$ cat src/rtl/gcd_pkg.sv
`default_nettype none
// ============================================================================
// Module : gcd_pkg
// Brief  : Shared types and default widths for the GCD dispatch slice.
// Rev    : 1.0  initial release
// ============================================================================
package gcd_pkg;

    localparam int c_GCD_WIDTH   = 32;
    localparam int c_GCD_DEPTH   = 4;
    localparam int c_GCD_TAG_W   = 8;
    localparam int c_GCD_TIMEOUT = 1023;

    typedef enum logic [1:0] {
        D_IDLE  = 2'd0,
        D_ISSUE = 2'd1,
        D_WAIT  = 2'd2,
        D_HOLD  = 2'd3
    } dispatch_state_t;

    // Queue entry layout at the default widths; the dispatcher declares the
    // same layout locally when built with non-default parameters.
    typedef struct packed {
        logic [c_GCD_WIDTH-1:0] a;
        logic [c_GCD_WIDTH-1:0] b;
        logic [c_GCD_TAG_W-1:0] tag;
    } gcd_entry_t;

endpackage
`default_nettype wire

$ cat src/rtl/gcd_op_fifo.sv
`default_nettype none
// ============================================================================
// Module : gcd_op_fifo
// Brief  : Synchronous circular FIFO with head-entry output for operand pairs.
// Rev    : 1.0  initial release
// ============================================================================
module gcd_op_fifo #(
    parameter int DW    = 72,
    parameter int DEPTH = 4
) (
    input  logic          clk,
    input  logic          resetn,
    input  logic          i_push,
    input  logic [DW-1:0] i_data,
    input  logic          i_pop,
    output logic          o_full,
    output logic          o_empty,
    output logic [DW-1:0] o_head
);

    localparam int c_AW = $clog2(DEPTH);

    // The extra MSB distinguishes full (wrapped) from empty (equal).
    logic [c_AW:0]   r_wr_ptr;
    logic [c_AW:0]   r_rd_ptr;
    logic [DW-1:0]   r_mem [DEPTH];
    logic            w_do_push;
    logic            w_do_pop;

    assign o_empty   = (r_wr_ptr == r_rd_ptr);
    assign o_full    = (r_wr_ptr[c_AW] != r_rd_ptr[c_AW]) &&
                       (r_wr_ptr[c_AW-1:0] == r_rd_ptr[c_AW-1:0]);
    assign w_do_push = i_push && !o_full;
    assign w_do_pop  = i_pop && !o_empty;
    assign o_head    = r_mem[r_rd_ptr[c_AW-1:0]];

    always_ff @(posedge clk) begin
        if (!resetn) begin
            r_wr_ptr <= '0;
            r_rd_ptr <= '0;
        end else begin
            if (w_do_push) r_wr_ptr <= r_wr_ptr + 1'b1;
            if (w_do_pop)  r_rd_ptr <= r_rd_ptr + 1'b1;
        end
    end

    always_ff @(posedge clk) begin
        if (w_do_push) r_mem[r_wr_ptr[c_AW-1:0]] <= i_data;
    end

endmodule
`default_nettype wire

$ cat src/rtl/gcd_dispatch.sv
`default_nettype none
// ============================================================================
// Module : gcd_dispatch
// Brief  : Buffers operand pairs, issues them one at a time to the GCD core
//          and returns tagged results in order. Optional watchdog under
//          GCD_DISPATCH_TIMEOUT_EN.
// Rev    : 1.0  initial release
// ============================================================================
module gcd_dispatch
    import gcd_pkg::*;
#(
    parameter int WIDTH   = c_GCD_WIDTH,
    parameter int DEPTH   = c_GCD_DEPTH,
    parameter int TAG_W   = c_GCD_TAG_W,
    parameter int TIMEOUT = c_GCD_TIMEOUT
) (
    input  logic             clk,
    input  logic             resetn,
    input  logic             in_valid,
    output logic             in_ready,
    input  logic [WIDTH-1:0] in_a,
    input  logic [WIDTH-1:0] in_b,
    input  logic             core_ready,
    input  logic             core_done,
    input  logic [WIDTH-1:0] core_result,
    output logic             core_ld,
    output logic [WIDTH-1:0] core_a,
    output logic [WIDTH-1:0] core_b,
    output logic             out_valid,
    input  logic             out_ready,
    output logic [WIDTH-1:0] out_gcd,
    output logic [TAG_W-1:0] out_tag,
    output logic             out_err
);

    typedef struct packed {
        logic [WIDTH-1:0] a;
        logic [WIDTH-1:0] b;
        logic [TAG_W-1:0] tag;
    } entry_t;

    dispatch_state_t r_state, w_state_nxt;

    logic [TAG_W-1:0] r_tag_cnt;
    logic [TAG_W-1:0] r_pend_tag,  w_pend_tag_nxt;
    logic             r_core_ld,   w_core_ld_nxt;
    logic [WIDTH-1:0] r_core_a,    w_core_a_nxt;
    logic [WIDTH-1:0] r_core_b,    w_core_b_nxt;
    logic             r_out_valid, w_out_valid_nxt;
    logic [WIDTH-1:0] r_out_gcd,   w_out_gcd_nxt;
    logic [TAG_W-1:0] r_out_tag,   w_out_tag_nxt;
    logic             r_out_err,   w_out_err_nxt;

    logic             w_push;
    logic             w_pop;
    logic             w_full;
    logic             w_empty;
    entry_t           w_in_entry;
    entry_t           w_head;
    logic             w_wd_expired;

    assign in_ready   = !w_full;
    assign w_push     = in_valid && !w_full;
    assign w_in_entry = '{a: in_a, b: in_b, tag: r_tag_cnt};

    gcd_op_fifo #(
        .DW    ($bits(entry_t)),
        .DEPTH (DEPTH)
    ) u_fifo (
        .clk     (clk),
        .resetn  (resetn),
        .i_push  (w_push),
        .i_data  (w_in_entry),
        .i_pop   (w_pop),
        .o_full  (w_full),
        .o_empty (w_empty),
        .o_head  (w_head)
    );

    always_ff @(posedge clk) begin
        if (!resetn) r_tag_cnt <= '0;
        else if (w_push) r_tag_cnt <= r_tag_cnt + 1'b1;
    end

`ifdef GCD_DISPATCH_TIMEOUT_EN
    localparam int                c_WD_W    = $clog2(TIMEOUT + 1);
    localparam logic [c_WD_W-1:0] c_WD_LAST = c_WD_W'(TIMEOUT - 1);

    // Held at zero outside D_WAIT, so it restarts on every entry.
    logic [c_WD_W-1:0] r_wdog;

    always_ff @(posedge clk) begin
        if (!resetn || r_state != D_WAIT) r_wdog <= '0;
        else                              r_wdog <= r_wdog + 1'b1;
    end

    assign w_wd_expired = (r_state == D_WAIT) && (r_wdog == c_WD_LAST);
`else
    logic w_unused_timeout;
    assign w_unused_timeout = (TIMEOUT != 0);
    assign w_wd_expired     = 1'b0;
`endif

    always_comb begin
        w_state_nxt     = r_state;
        w_pop           = 1'b0;
        w_pend_tag_nxt  = r_pend_tag;
        w_core_ld_nxt   = 1'b0;
        w_core_a_nxt    = r_core_a;
        w_core_b_nxt    = r_core_b;
        w_out_valid_nxt = r_out_valid;
        w_out_gcd_nxt   = r_out_gcd;
        w_out_tag_nxt   = r_out_tag;
        w_out_err_nxt   = r_out_err;
        case (r_state)
            D_IDLE: begin
                if (!w_empty) begin
                    // A zero operand makes the result the other operand.
                    if (w_head.a == '0 || w_head.b == '0) begin
                        w_pop           = 1'b1;
                        w_out_gcd_nxt   = w_head.a | w_head.b;
                        w_out_tag_nxt   = w_head.tag;
                        w_out_err_nxt   = 1'b0;
                        w_out_valid_nxt = 1'b1;
                        w_state_nxt     = D_HOLD;
                    end else if (core_ready) begin
                        w_pop          = 1'b1;
                        w_core_a_nxt   = w_head.a;
                        w_core_b_nxt   = w_head.b;
                        w_pend_tag_nxt = w_head.tag;
                        w_core_ld_nxt  = 1'b1;
                        w_state_nxt    = D_ISSUE;
                    end
                end
            end
            D_ISSUE: begin
                w_state_nxt = D_WAIT;
            end
            D_WAIT: begin
                if (core_done) begin
                    w_out_gcd_nxt   = core_result;
                    w_out_tag_nxt   = r_pend_tag;
                    w_out_err_nxt   = 1'b0;
                    w_out_valid_nxt = 1'b1;
                    w_state_nxt     = D_HOLD;
                end else if (w_wd_expired) begin
                    w_out_gcd_nxt   = '0;
                    w_out_tag_nxt   = r_pend_tag;
                    w_out_err_nxt   = 1'b1;
                    w_out_valid_nxt = 1'b1;
                    w_state_nxt     = D_HOLD;
                end
            end
            D_HOLD: begin
                if (out_ready) begin
                    w_out_valid_nxt = 1'b0;
                    w_state_nxt     = D_IDLE;
                end
            end
            default: begin
                w_state_nxt = D_IDLE;
            end
        endcase
    end

    always_ff @(posedge clk) begin
        if (!resetn) begin
            r_state     <= D_IDLE;
            r_pend_tag  <= '0;
            r_core_ld   <= 1'b0;
            r_core_a    <= '0;
            r_core_b    <= '0;
            r_out_valid <= 1'b0;
            r_out_gcd   <= '0;
            r_out_tag   <= '0;
            r_out_err   <= 1'b0;
        end else begin
            r_state     <= w_state_nxt;
            r_pend_tag  <= w_pend_tag_nxt;
            r_core_ld   <= w_core_ld_nxt;
            r_core_a    <= w_core_a_nxt;
            r_core_b    <= w_core_b_nxt;
            r_out_valid <= w_out_valid_nxt;
            r_out_gcd   <= w_out_gcd_nxt;
            r_out_tag   <= w_out_tag_nxt;
            r_out_err   <= w_out_err_nxt;
        end
    end

    assign core_ld   = r_core_ld;
    assign core_a    = r_core_a;
    assign core_b    = r_core_b;
    assign out_valid = r_out_valid;
    assign out_gcd   = r_out_gcd;
    assign out_tag   = r_out_tag;
    assign out_err   = r_out_err;

endmodule
`default_nettype wire

$ cat config.mk
export PLATFORM = sky130hd
export DESIGN_NAME = gcd_dispatch
export DESIGN_NICKNAME = d
export VERILOG_FILES = /design/src/rtl/gcd_pkg.sv /design/src/rtl/gcd_op_fifo.sv /design/src/rtl/gcd_dispatch.sv
export SDC_FILE = /design/constraint.sdc
export NUM_CORES = 1
export LEC_CHECK = 0
export BUFFER_PORTS_ARGS = -buffer_cell sky130_fd_sc_hd__buf_2
export CORE_AREA = 2 2 201 144
export DETAILED_ROUTE_END_ITERATION = 8
export DIE_AREA = 0 0 203 146
export PLACE_DENSITY = 0.8
export SETUP_SLACK_MARGIN = 0.4
export SLEW_MARGIN = 10
export SYNTH_ARGS = -nofsm -noshare
export SYNTH_HDL_FRONTEND = slang
export SYNTH_SLANG_ARGS = --single-unit
$ cat constraint.sdc
create_clock -name clk -period 6.6 [get_ports clk]
set_input_delay 0.99 -clock clk [delete_from_list [all_inputs] [get_ports clk]]
set_output_delay 0.99 -clock clk [all_outputs]
set_load 0.005 [all_outputs]
; Word level (Yosys, flattened, before mapping)
; Memories as Yosys holds them, arrays and structs flattened. A register that Yosys moved wholly into a read port is not among the register bits.
; Cells that the tools add are included.
; Widths: inputs -> output; s select.
[word_totals]
wordCells = 80
memories = 1
inputBits = 102
regBits = 131
output_inout_bits = 108
mem_bits_rw = 288
[mem_list]
columns = memory, words, width, read_ports, rd_ports_with_merged_regs, wr, line_no
row1 = u_fifo.r_mem, 4, 72, 1, 1, 1, gcd_op_fifo.sv:26  ; logic [DW-1:0] r_mem [DEPTH];
[classes]
reduce_logical = 17
bitwise_logic = 5
addsub = 3
n_mux = 31
eq_ne = 11
[ops]
columns = operator, n
row1 = $mux 32, 3
row2 = $logic_not 32->1, 2
row3 = $pmux 32 s2, 1
row4 = $or 32x32->32, 1
row5 = $mux 8, 3
row6 = $pmux 8 s2, 1
row7 = $mux 2, 7
row8 = $mux 1, 13
row9 = $reduce_and 4->1, 3
row10 = $add 8x1->8 const B, 1
row11 = $ne 2x2->1 const B, 4
row12 = $pmux 2 s4, 1
row13 = $add 3x1->3 const B, 2
row14 = $reduce_and 5->1, 1
row15 = $eq 2x2->1 const B, 2
row16 = $logic_and 1x1->1, 4
row17 = $not 1->1, 4
row18 = $reduce_or 4->1, 1
row19 = $eq 3x3->1, 1
row20 = $ne 3x3->1 const B, 1
row21 = $pmux 1 s3, 1
row22 = $reduce_bool 3->1, 1
row23 = $eq 2x1->1 const B, 1
row24 = $eq 2x2->1, 1
row25 = other kinds (6), 7

; Logic depth before layout (Yosys ltp)
; Gate-level depths: netlist of run 1.
[logic_depth]
word_depth = 8
mapped_depth = 10
depth_no_buf = 8

; By module
; From an unflattened synthesis of run 1, not the netlist that was laid out.
[unflattened]
hier_cells = 1144
area_unflattened_um2 = 16345.7
[modules_own_cells]
columns = mod, area_each_um2, n_inst, cells_each, seq_area_each_um2
row1 = gcd_op_fifo, 10915.5, 1, 444, 8808.4
row2 = gcd_dispatch, 5430.2, 1, 700, 2482.4

; Worst setup path before layout of run 1
; OpenSTA, ideal clock, no wires.
[synth_timing]
kind = input -> register
from = input port in_valid
to = memory u_fifo.r_mem[3][0], enable pin
setup_time_ns = 0.440
cell_stages = 1
arrival_ns = 2.756
slack_ns = 3.405
t_required_ns = 6.160
path_buffers = 0
cell_sequence = and3_1
[synth_via]
elab_chain_len = 4
[synth_lines]
columns = item, line_no
row1 = start: declaration, gcd_dispatch.sv:19  ; input logic in_valid,
row2 = $logic_and 1x1->1, gcd_dispatch.sv:63  ; assign w_push = in_valid && !w_full;
row3 = $logic_and 1x1->1, gcd_op_fifo.sv:33  ; assign w_do_push = i_push && !o_full;
row4 = $mux 1, gcd_op_fifo.sv:48  ; if (w_do_push) r_mem[r_wr_ptr[c_AW-1:0]] <= i_data;
row5 = $mux 1 (not written as such), gcd_op_fifo.sv:48
row6 = end: declaration, gcd_op_fifo.sv:26
; No other way between the ends.

==> out/summary.txt, run 1 <==
detailed-routed wire length on met3 - 5320 µm
largest net degree at the start of global routing - 65
outcome - completed
number of vias in the routed layout - 10725
Clock transition at path regs - 0.07 ns
Port Buffer Count - 208
highest layer used for signal routing - met5
number of different library cells in the post-synthesis netlist - 44
final cell count without fillers - 1657
placed cell count - 1582
primary flip-flop cell chosen by synthesis mapping - sky130_fd_sc_hd__edfxtp_1
total of flip-flops plus latches after synthesis - 420
final critical-path share of the clock period - 65.8%
number of hold buffers added after CTS - 0
largest buffer count on any clock path - 3
CTS root buffer - sky130_fd_sc_hd__clkbuf_16
global router's overall resource usage - 29.2%
drt drc - 0
Die Ht - 146 µm
Post-Route Hold Slack - 0.460 ns
Slew Limit Fails - 0
count of final setup violators - 0
count of flip-flops with a built-in enable after synthesis - 288
setup_tns - 0 ns
Post-DP HPWL - 27900 µm
final cell utilization of the core - 68.6%
Layout Nets - 1362
placeable core region - 27500 µm²
vias in the first global route - 10358
share of cells above drive strength 1 - 28.7%
antenna-violating nets left - 0
Startpoint Class - flop
power density cells - 391 nW/µm²
Mapped Nets - 1176
starting DRC count in detailed routing - 1381
f_max - 0.230 GHz
number of placement rows - 51
Critical Path AT - 4.79 ns
metal1 wirelength - 16800 µm
required time at the worst-slack endpoint - 7.05 ns
most frequent cells in the layout - 288 x sky130_fd_sc_hd__edfxtp_1, 208 x sky130_fd_sc_hd__buf_2, 130 x sky130_fd_sc_hd__dfxtp_1, 76 x sky130_fd_sc_hd__a21oi_1, 73 x sky130_fd_sc_hd__nand3_1
number of standard cells after synthesis - 1065
Vias/cell - 6.47
routed length on met2 - 19900 µm
wire length reported by the detailed router - 43500 µm
H-tree lvl count - 2
WL/cell - 26.2 µm
grt ovf - 0
post-synthesis async set-or-reset flop share - 0%
most frequent standard cell in the layout excluding fill and tap cells - sky130_fd_sc_hd__edfxtp_1
RSZ-0062 raised after global routing - false
Clock Latency Late Sink - 0.53 ns
cell area after synthesis - 16300 µm²
number of I/O pins - 210
synthesized area divided by synthesized cell count - 15.3 µm²
TritonCTS Sinks - 420
Die X-Extent - 203 µm
maximum fanout along the worst path - 54
clock tree from TritonCTS - yes
Fin. Hold Viols - 0
starting density of the core - 59.4%
worst slew slack as a fraction of its limit - 26.5%
type of the setup path with the least slack - flop to flop
number of warnings reported in the yosys synthesis log - 0
CTS Buf Count - 38
final RePlAce weighted congestion - 0.822
portion of the post-synthesis area used by sequential elements - 69.1%
leakage - 6.70 nW
synth-to-layout area growth - 15.4%
Critical Path Sink Type - flop
wire length of the first global-routing pass - 64300 µm
worst IR drop on VDD - 0.252 mV
total design power - 7.38 mW
Post-CTS Setup Bufs - 0
die footprint - 29600 µm²
Period minus WS final - 4.34 ns
number of max-capacitance violations reported - 0
number of antenna violations at the first check in global routing - 8
Post-CTS Resized - 0
worst-margin pin slew - 1.10 ns
Layout Skew - 0.0173 ns
DRT Pass-1 Iters - 5
worst min-delay path category - flop to flop
## where the power goes
group	internal [mW]	total [mW]	leakage, nW	switching (mW)
Clock	1.22	2.15	0.574	0.927
Combinational	0.711	1.89	2.40	1.18
Sequential	3.13	3.33	3.72	0.204
Total	5.06	7.38	6.70	2.31
## area by class of cell
type	instances	area, µm²
clock inverters	13	139
flip-flops and latches	420	11300
diodes	7	17.5
clock buffers	55	1050
multi-input cells	557	4680
well taps	371	464
repair buffers	225	1180
inverters	9	33.8
fillers	1837	8650
## routing by layer
layer / GRT usage, % / vias to the layer above
met1: 41.9 / 5333
met5: 0 / -
met2: 44.4 / 739
met3: 7.14 / 119
li1: - / 4530
met4: 9.96 / 4
## sequential cells by signal, indices dropped and copies added, names as in the netlist, named ones only
name,count
r_pend_tag,8
core_a,32
u_fifo.r_wr_ptr,3
u_fifo.r_rd_ptr,3
r_state,2
core_b,32
core_ld,1
out_tag,8
out_gcd,32
out_valid,1
u_fifo.r_mem,288
r_tag_cnt,8
## per-stage QoR
step / setup slack (ns) / cell area, µm²
2_1_floorplan: 3.40 / 16300
3_3_place_gp: 2.53 / 17700
3_5_place_dp: 2.40 / 17700
4_1_cts: 2.36 / 18800
5_1_grt: 2.05 / 18800
6_report: 2.26 / 18900
## final timing paths
kind                                  start  cells past startpoint     endpoint  slack (ns)
worst max-delay path                   flop                      8   core_b[24]        2.26
worst min-delay path            out_gcd[23]                      2  out_gcd[23]        0.46
worst max register to register         flop                      8   core_b[24]        2.26
worst min register to register  out_gcd[23]                      2  out_gcd[23]        0.46
## cells by family after synthesis
group / synth area share [%]
AO/OA/AOI/OAI: 6.91
XOR/XNOR: 0.643
adder cells (fa/ha/maj): 0.689
buffers and inverters: 2.68
flip-flops: 69.1
multiplexers: 13.2
other: 0.0229
AND/OR/NAND/NOR: 6.79
## cell usage after synthesis, drive strengths merged (16+ instances only)
library cell    n  area [µm²]
o311ai         32         280
edfxtp        288        8650
nand2          56         210
nor4           16         100
clkbuf         38         149
mux2i          44         440
mux4           72        1620
buf            41         255
nand3          73         365
dfxtp         132        2640
nand2b         33         206
o21ai          74         370
a21oi          76         380
## critical path, cell delays in order (launching register included)
cell and delay (ns):
sky130_fd_sc_hd__dfxtp_4 0.89, sky130_fd_sc_hd__buf_4 0.43, sky130_fd_sc_hd__mux4_2 0.45, sky130_fd_sc_hd__nor4_1 0.46
sky130_fd_sc_hd__nand4_1 0.25, sky130_fd_sc_hd__o221ai_4 0.91, sky130_fd_sc_hd__buf_4 0.47, sky130_fd_sc_hd__o21ai_0 0.16
sky130_fd_sc_hd__a21oi_1 0.16
No activity file was read; power rests on OpenSTA's default activity.
==> run 2: changes to the inputs <==
--- a/config.mk
+++ b/config.mk
@@ -5,11 +5,12 @@
 export SDC_FILE = /design/constraint.sdc
 export NUM_CORES = 1
 export LEC_CHECK = 0
+export ABC_AREA = 1
 export BUFFER_PORTS_ARGS = -buffer_cell sky130_fd_sc_hd__buf_2
-export CORE_AREA = 2 2 201 144
+export CORE_AREA = 2 2 209 149
 export DETAILED_ROUTE_END_ITERATION = 8
-export DIE_AREA = 0 0 203 146
-export PLACE_DENSITY = 0.8
+export DIE_AREA = 0 0 211 151
+export PLACE_DENSITY = 0.78
 export SETUP_SLACK_MARGIN = 0.4
 export SLEW_MARGIN = 10
 export SYNTH_ARGS = -nofsm -noshare
==> constraint.sdc (replaced) <==
create_clock -name clk -period 4.2 [get_ports clk]
set_input_delay 0.63 -clock clk [delete_from_list [all_inputs] [get_ports clk]]
set_output_delay 0.63 -clock clk [all_outputs]
set_load 0.005 [all_outputs]
==> run 2 against run 1 <==
Core utilization down 2.4 points. Global-route usage down 0.90 points. Clock skew down 0.0031 ns. Clock-buffer cell count up 5. Critical endpoint is now core_a[7]. Non-clock buffer count up 1. Via count up 23%. Die area up 7.5%. Maximum frequency up 30%. Sequential power up 57%. Largest cell class unchanged.
==> out/summary.txt, run 2 <==
outcome - completed (unchanged)
TritonCTS Sinks - 420 (unchanged)
proportion of total power due to net switching - 37.0% (was 31.4%)
Mapped Nets - 1903 (was 1176)
synth-to-layout area growth - 14.8% (was 15.4%)
Startpoint Class - flop (unchanged)
Area contributors post-synth - sky130_fd_sc_hd__edfxtp_1 50%, sky130_fd_sc_hd__dfxtp_1 15%, sky130_fd_sc_hd__nand2_1 13%, sky130_fd_sc_hd__nor2_1 4.7%, sky130_fd_sc_hd__a21oi_1 4.0% (was sky130_fd_sc_hd__edfxtp_1 53%, sky130_fd_sc_hd__dfxtp_1 16%, sky130_fd_sc_hd__mux4_2 9.9%, sky130_fd_sc_hd__mux2i_1 2.7%, sky130_fd_sc_hd__a21oi_1 2.3%)
startpoint of the most critical hold path - in_b[29] (was out_gcd[23])
portion of the post-synthesis area used by sequential elements - 65.8% (was 69.1%)
Layout Nets - 2077 (was 1362)
max reg flops - 288 (unchanged)
vias in the first global route - 12148 (was 10358)
worst-margin pin slew - 0.752 ns (was 1.10 ns)
starting DRC count in detailed routing - 1617 (was 1381)
worst slew slack as a fraction of its limit - 49.9% (was 26.5%)
final RePlAce weighted congestion - 0.849 (was 0.822)
share of cells above drive strength 1 - 14.7% (was 28.7%)
power density cells - 662 nW/µm² (was 391 nW/µm²)
standard cell area after detailed placement - 18500 µm² (was 17700 µm²)
storage element area - 11300 µm² (about the same)
number of filler cells placed in the layout - 2315 (was 1837)
number of standard cells after synthesis - 1792 (was 1065)
cell-internal power - 8.22 mW (was 5.06 mW)
wire length of the first global-routing pass - 68500 µm (was 64300 µm)
cell depth of the worst hold path - 1 (was 2)
placeable core region - 29800 µm² (was 27500 µm²)
type of the setup path with the least slack - flop to flop (unchanged)
number of antenna violations at the first check in global routing - 6 (was 8)
crit-path max cell delay - 0.44 ns (was 0.91 ns)
slowest cell on the critical path - sky130_fd_sc_hd__nand4_1 (was sky130_fd_sc_hd__o221ai_4)
drt drc - 0 (unchanged)
sequential share of power - 40.2% (was 45.2%)
path length in cells of the critical path - 14 (was 8)
Post-CTS Resized - 0 (unchanged)
Finished Cell Area - 19700 µm² (was 18900 µm²)
largest buffer count on any clock path - 3 (unchanged)
R2R Path End - core_a[7] (was core_b[24])
Critical Path Sink Type - flop (unchanged)
global router's overall resource usage - 28.3% (was 29.2%)
Critical Path AT - 3.74 ns (was 4.79 ns)
crit-path most repeated cell - sky130_fd_sc_hd__nand2_1 (was sky130_fd_sc_hd__buf_4)
Period minus WS final - 3.33 ns (was 4.34 ns)
primary flip-flop cell chosen by synthesis mapping - sky130_fd_sc_hd__edfxtp_1 (unchanged)
Post-CTS Setup Bufs - 0 (unchanged)
Fin. Hold Viols - 0 (unchanged)
Vias/cell - 5.55 (was 6.47)
switching power total - 4.82 mW (was 2.31 mW)
Slew Limit Fails - 0 (unchanged)
Die Ht - 151 µm (was 146 µm)
clock tree from TritonCTS - yes (unchanged)
Clock power frac - 26.0% (was 29.1%)
DRT Pass-1 Iters - 9 (was 5)
Clock transition at path regs - 0.06 ns (was 0.07 ns)
number of I/O pins - 210 (unchanged)
die footprint - 31900 µm² (was 29600 µm²)
RSZ-0062 raised after global routing - false (unchanged)
WL/cell - 19.0 µm (was 26.2 µm)
count of flip-flops with a built-in enable after synthesis - 288 (unchanged)
largest net degree at the start of global routing - 145 (was 65)
WP buf/inv - 3 (was 2)
number of different library cells in the post-synthesis netlist - 30 (was 44)
Port Buffer Count - 208 (unchanged)
starting density of the core - 57.6% (was 59.4%)
cells along the critical path - inv_4, buf_4, nand2_1, nand3_1, nand2_1, nand2_1, nor2_1, nand2_1, nor2_1, nand2_1, nand4_1, buf_12, a21oi_1, nor2_1 (was buf_4, mux4_2, nor4_1, nand4_1, o221ai_4, buf_4, o21ai_0, a21oi_1)
number of hold buffers added after CTS - 0 (unchanged)
Crit path max-delay family - simple AND/OR/NAND/NOR gates (was compound AO/OA/AOI/OAI gates)
grt ovf - 0 (unchanged)
number of max-capacitance violations reported - 0 (unchanged)
proportion of netlist area held by the largest area contributor - 50.4% (was 52.9%)
maximum fanout along the worst path - 47 (was 54)
final critical-path share of the clock period - 79.3% (was 65.8%)
number of placement rows - 53 (was 51)
worst min-delay path category - input port to flop (was flop to flop)
total area of multi-input combinational cells - 4980 µm² (was 4680 µm²)
wire length reported by the detailed router - 45200 µm (was 43500 µm)
CTS Buf Count - 39 (was 38)
synthesized area divided by synthesized cell count - 9.57 µm² (was 15.3 µm²)
reg2reg path depth - 14 (was 8)
CTS root buffer - sky130_fd_sc_hd__clkbuf_16 (unchanged)
leakage - 8.41 nW (was 6.70 nW)
total of flip-flops plus latches after synthesis - 420 (unchanged)
most frequent standard cell in the layout excluding fill and tap cells - sky130_fd_sc_hd__nand2_1 (was sky130_fd_sc_hd__edfxtp_1)
post-synthesis async set-or-reset flop share - 0% (unchanged)
required time at the worst-slack endpoint - 4.61 ns (was 7.05 ns)
synth cell count leaders - 616 x sky130_fd_sc_hd__nand2_1, 288 x sky130_fd_sc_hd__edfxtp_1, 217 x sky130_fd_sc_hd__nor2_1 (was 288 x sky130_fd_sc_hd__edfxtp_1, 132 x sky130_fd_sc_hd__dfxtp_1, 76 x sky130_fd_sc_hd__a21oi_1)
worst min-delay path endpoint - u_fifo.r_mem[1][37] (was out_gcd[23])
Clock Latency Late Sink - 0.55 ns (was 0.53 ns)
f_max - 0.300 GHz (was 0.230 GHz)
final cell utilization of the core - 66.1% (was 68.6%)
most frequent cells in the layout - 616 x sky130_fd_sc_hd__nand2_1, 288 x sky130_fd_sc_hd__edfxtp_1, 213 x sky130_fd_sc_hd__nor2_1, 207 x sky130_fd_sc_hd__buf_2, 137 x sky130_fd_sc_hd__a21oi_1 (was 288 x sky130_fd_sc_hd__edfxtp_1, 208 x sky130_fd_sc_hd__buf_2, 130 x sky130_fd_sc_hd__dfxtp_1, 76 x sky130_fd_sc_hd__a21oi_1, 73 x sky130_fd_sc_hd__nand3_1)
number of warnings reported in the yosys synthesis log - 0 (unchanged)
Gate power share - 33.8% (was 25.7%)
Die X-Extent - 211 µm (was 203 µm)
Post-DP HPWL - 29000 µm (was 27900 µm)
count of final setup violators - 0 (unchanged)
FF-to-FF setup slack - 0.87 ns (was 2.26 ns)
number of vias in the routed layout - 13234 (was 10725)
Layout Skew - 0.0142 ns (was 0.0173 ns)
area leader, netlist - sky130_fd_sc_hd__edfxtp_1 (unchanged)
cell area after synthesis - 17200 µm² (was 16300 µm²)
worst IR drop on VDD - 0.353 mV (was 0.252 mV)
antenna-violating nets left - 0 (unchanged)
H-tree lvl count - 2 (unchanged)
most numerous cell in the Yosys netlist - sky130_fd_sc_hd__nand2_1 (was sky130_fd_sc_hd__edfxtp_1)
[run 2: how the worst max path moves through the flow]
stage | startpoint | to | slack, ns
final | flop | core_a[7] | 0.87
after global routing | flop | out_gcd[9] | 0.51
after CTS | flop | out_gcd[10] | 0.95
after detailed placement | flop | out_gcd[10] | 0.99
after global placement | flop | out_gcd[9] | 0.97
after floorplan | u_fifo.r_wr_ptr[1] | u_fifo.r_mem[0][0] | -0.25
[run 2: logic make-up after synthesis]
family                     synth area share (%)
adders and majority gates                 0.657
buffers and inverters                      5.34
AOI/OAI and AO/OA                          5.46
other                                    0.0219
DFF                                        65.8
and+or+nand+nor                            22.5
xor gates and xnor gates                  0.204
[run 2: area by class of cell]
| type | instances | area share [%] |
|---|---|---|
| Clock inverter | 12 | 0.362 |
| Antenna cell | 4 | 0.0508 |
| Clock buffer | 60 | 5.77 |
| Timing Repair Buffer | 226 | 6.68 |
| Multi-Input combinational cell | 1173 | 25.3 |
| Sequential cell | 420 | 57.4 |
| Inverter | 106 | 2.05 |
| Tap cell | 385 | 2.45 |
[run 2: worst register-to-register path: stages, from the launching register on]
cell and delay [ns]:
sky130_fd_sc_hd__dfxtp_4 0.36, sky130_fd_sc_hd__inv_4 0.39, sky130_fd_sc_hd__buf_4 0.40, sky130_fd_sc_hd__nand2_1 0.09, sky130_fd_sc_hd__nand3_1 0.10, sky130_fd_sc_hd__nand2_1 0.18, sky130_fd_sc_hd__nand2_1 0.13, sky130_fd_sc_hd__nor2_1 0.08
sky130_fd_sc_hd__nand2_1 0.07, sky130_fd_sc_hd__nor2_1 0.05, sky130_fd_sc_hd__nand2_1 0.13, sky130_fd_sc_hd__nand4_1 0.44, sky130_fd_sc_hd__buf_12 0.36, sky130_fd_sc_hd__a21oi_1 0.32, sky130_fd_sc_hd__nor2_1 0.11
[run 2: metal layers]
layer  up-vias  routed length [µm]  track usage, %
li1       6236                   -               -
met1      6169               18600            39.9
met4         6                1130            8.31
met3        88                4630            5.52
met5         -                  41               0
met2       735               20800            45.1
[run 2: metrics by stage]
| step | total power [mW] | hold slack, ns | cells | worst slack [ns] | TNS, ns |
|---|---|---|---|---|---|
| 2_1_floorplan | 8.21 | 0.456 | 1792 | -0.253 | -63.87 |
| 3_3_place_gp | 9.52 | 0.458 | 2310 | 0.965 | 0 |
| 3_5_place_dp | 9.64 | 0.463 | 2310 | 0.992 | 0 |
| 4_1_cts | 13.0 | 0.279 | 2382 | 0.948 | 0 |
| 5_1_grt | 13.8 | 0.286 | 2383 | 0.508 | 0 |
| 6_report | 13.0 | 0.297 | 2386 | 0.869 | 0 |
[run 2: power groups by stage]
stage | Clock, mW | Sequential [mW] | Combinational [mW]
after CTS | 3.41 | 5.24 | 4.35
after global routing | 3.58 | 5.29 | 4.92
after detailed placement | 0 | 5.32 | 4.31
final | 3.39 | 5.24 | 4.41
after floorplan | 0 | 5.32 | 2.89
after global placement | 0 | 5.30 | 4.21
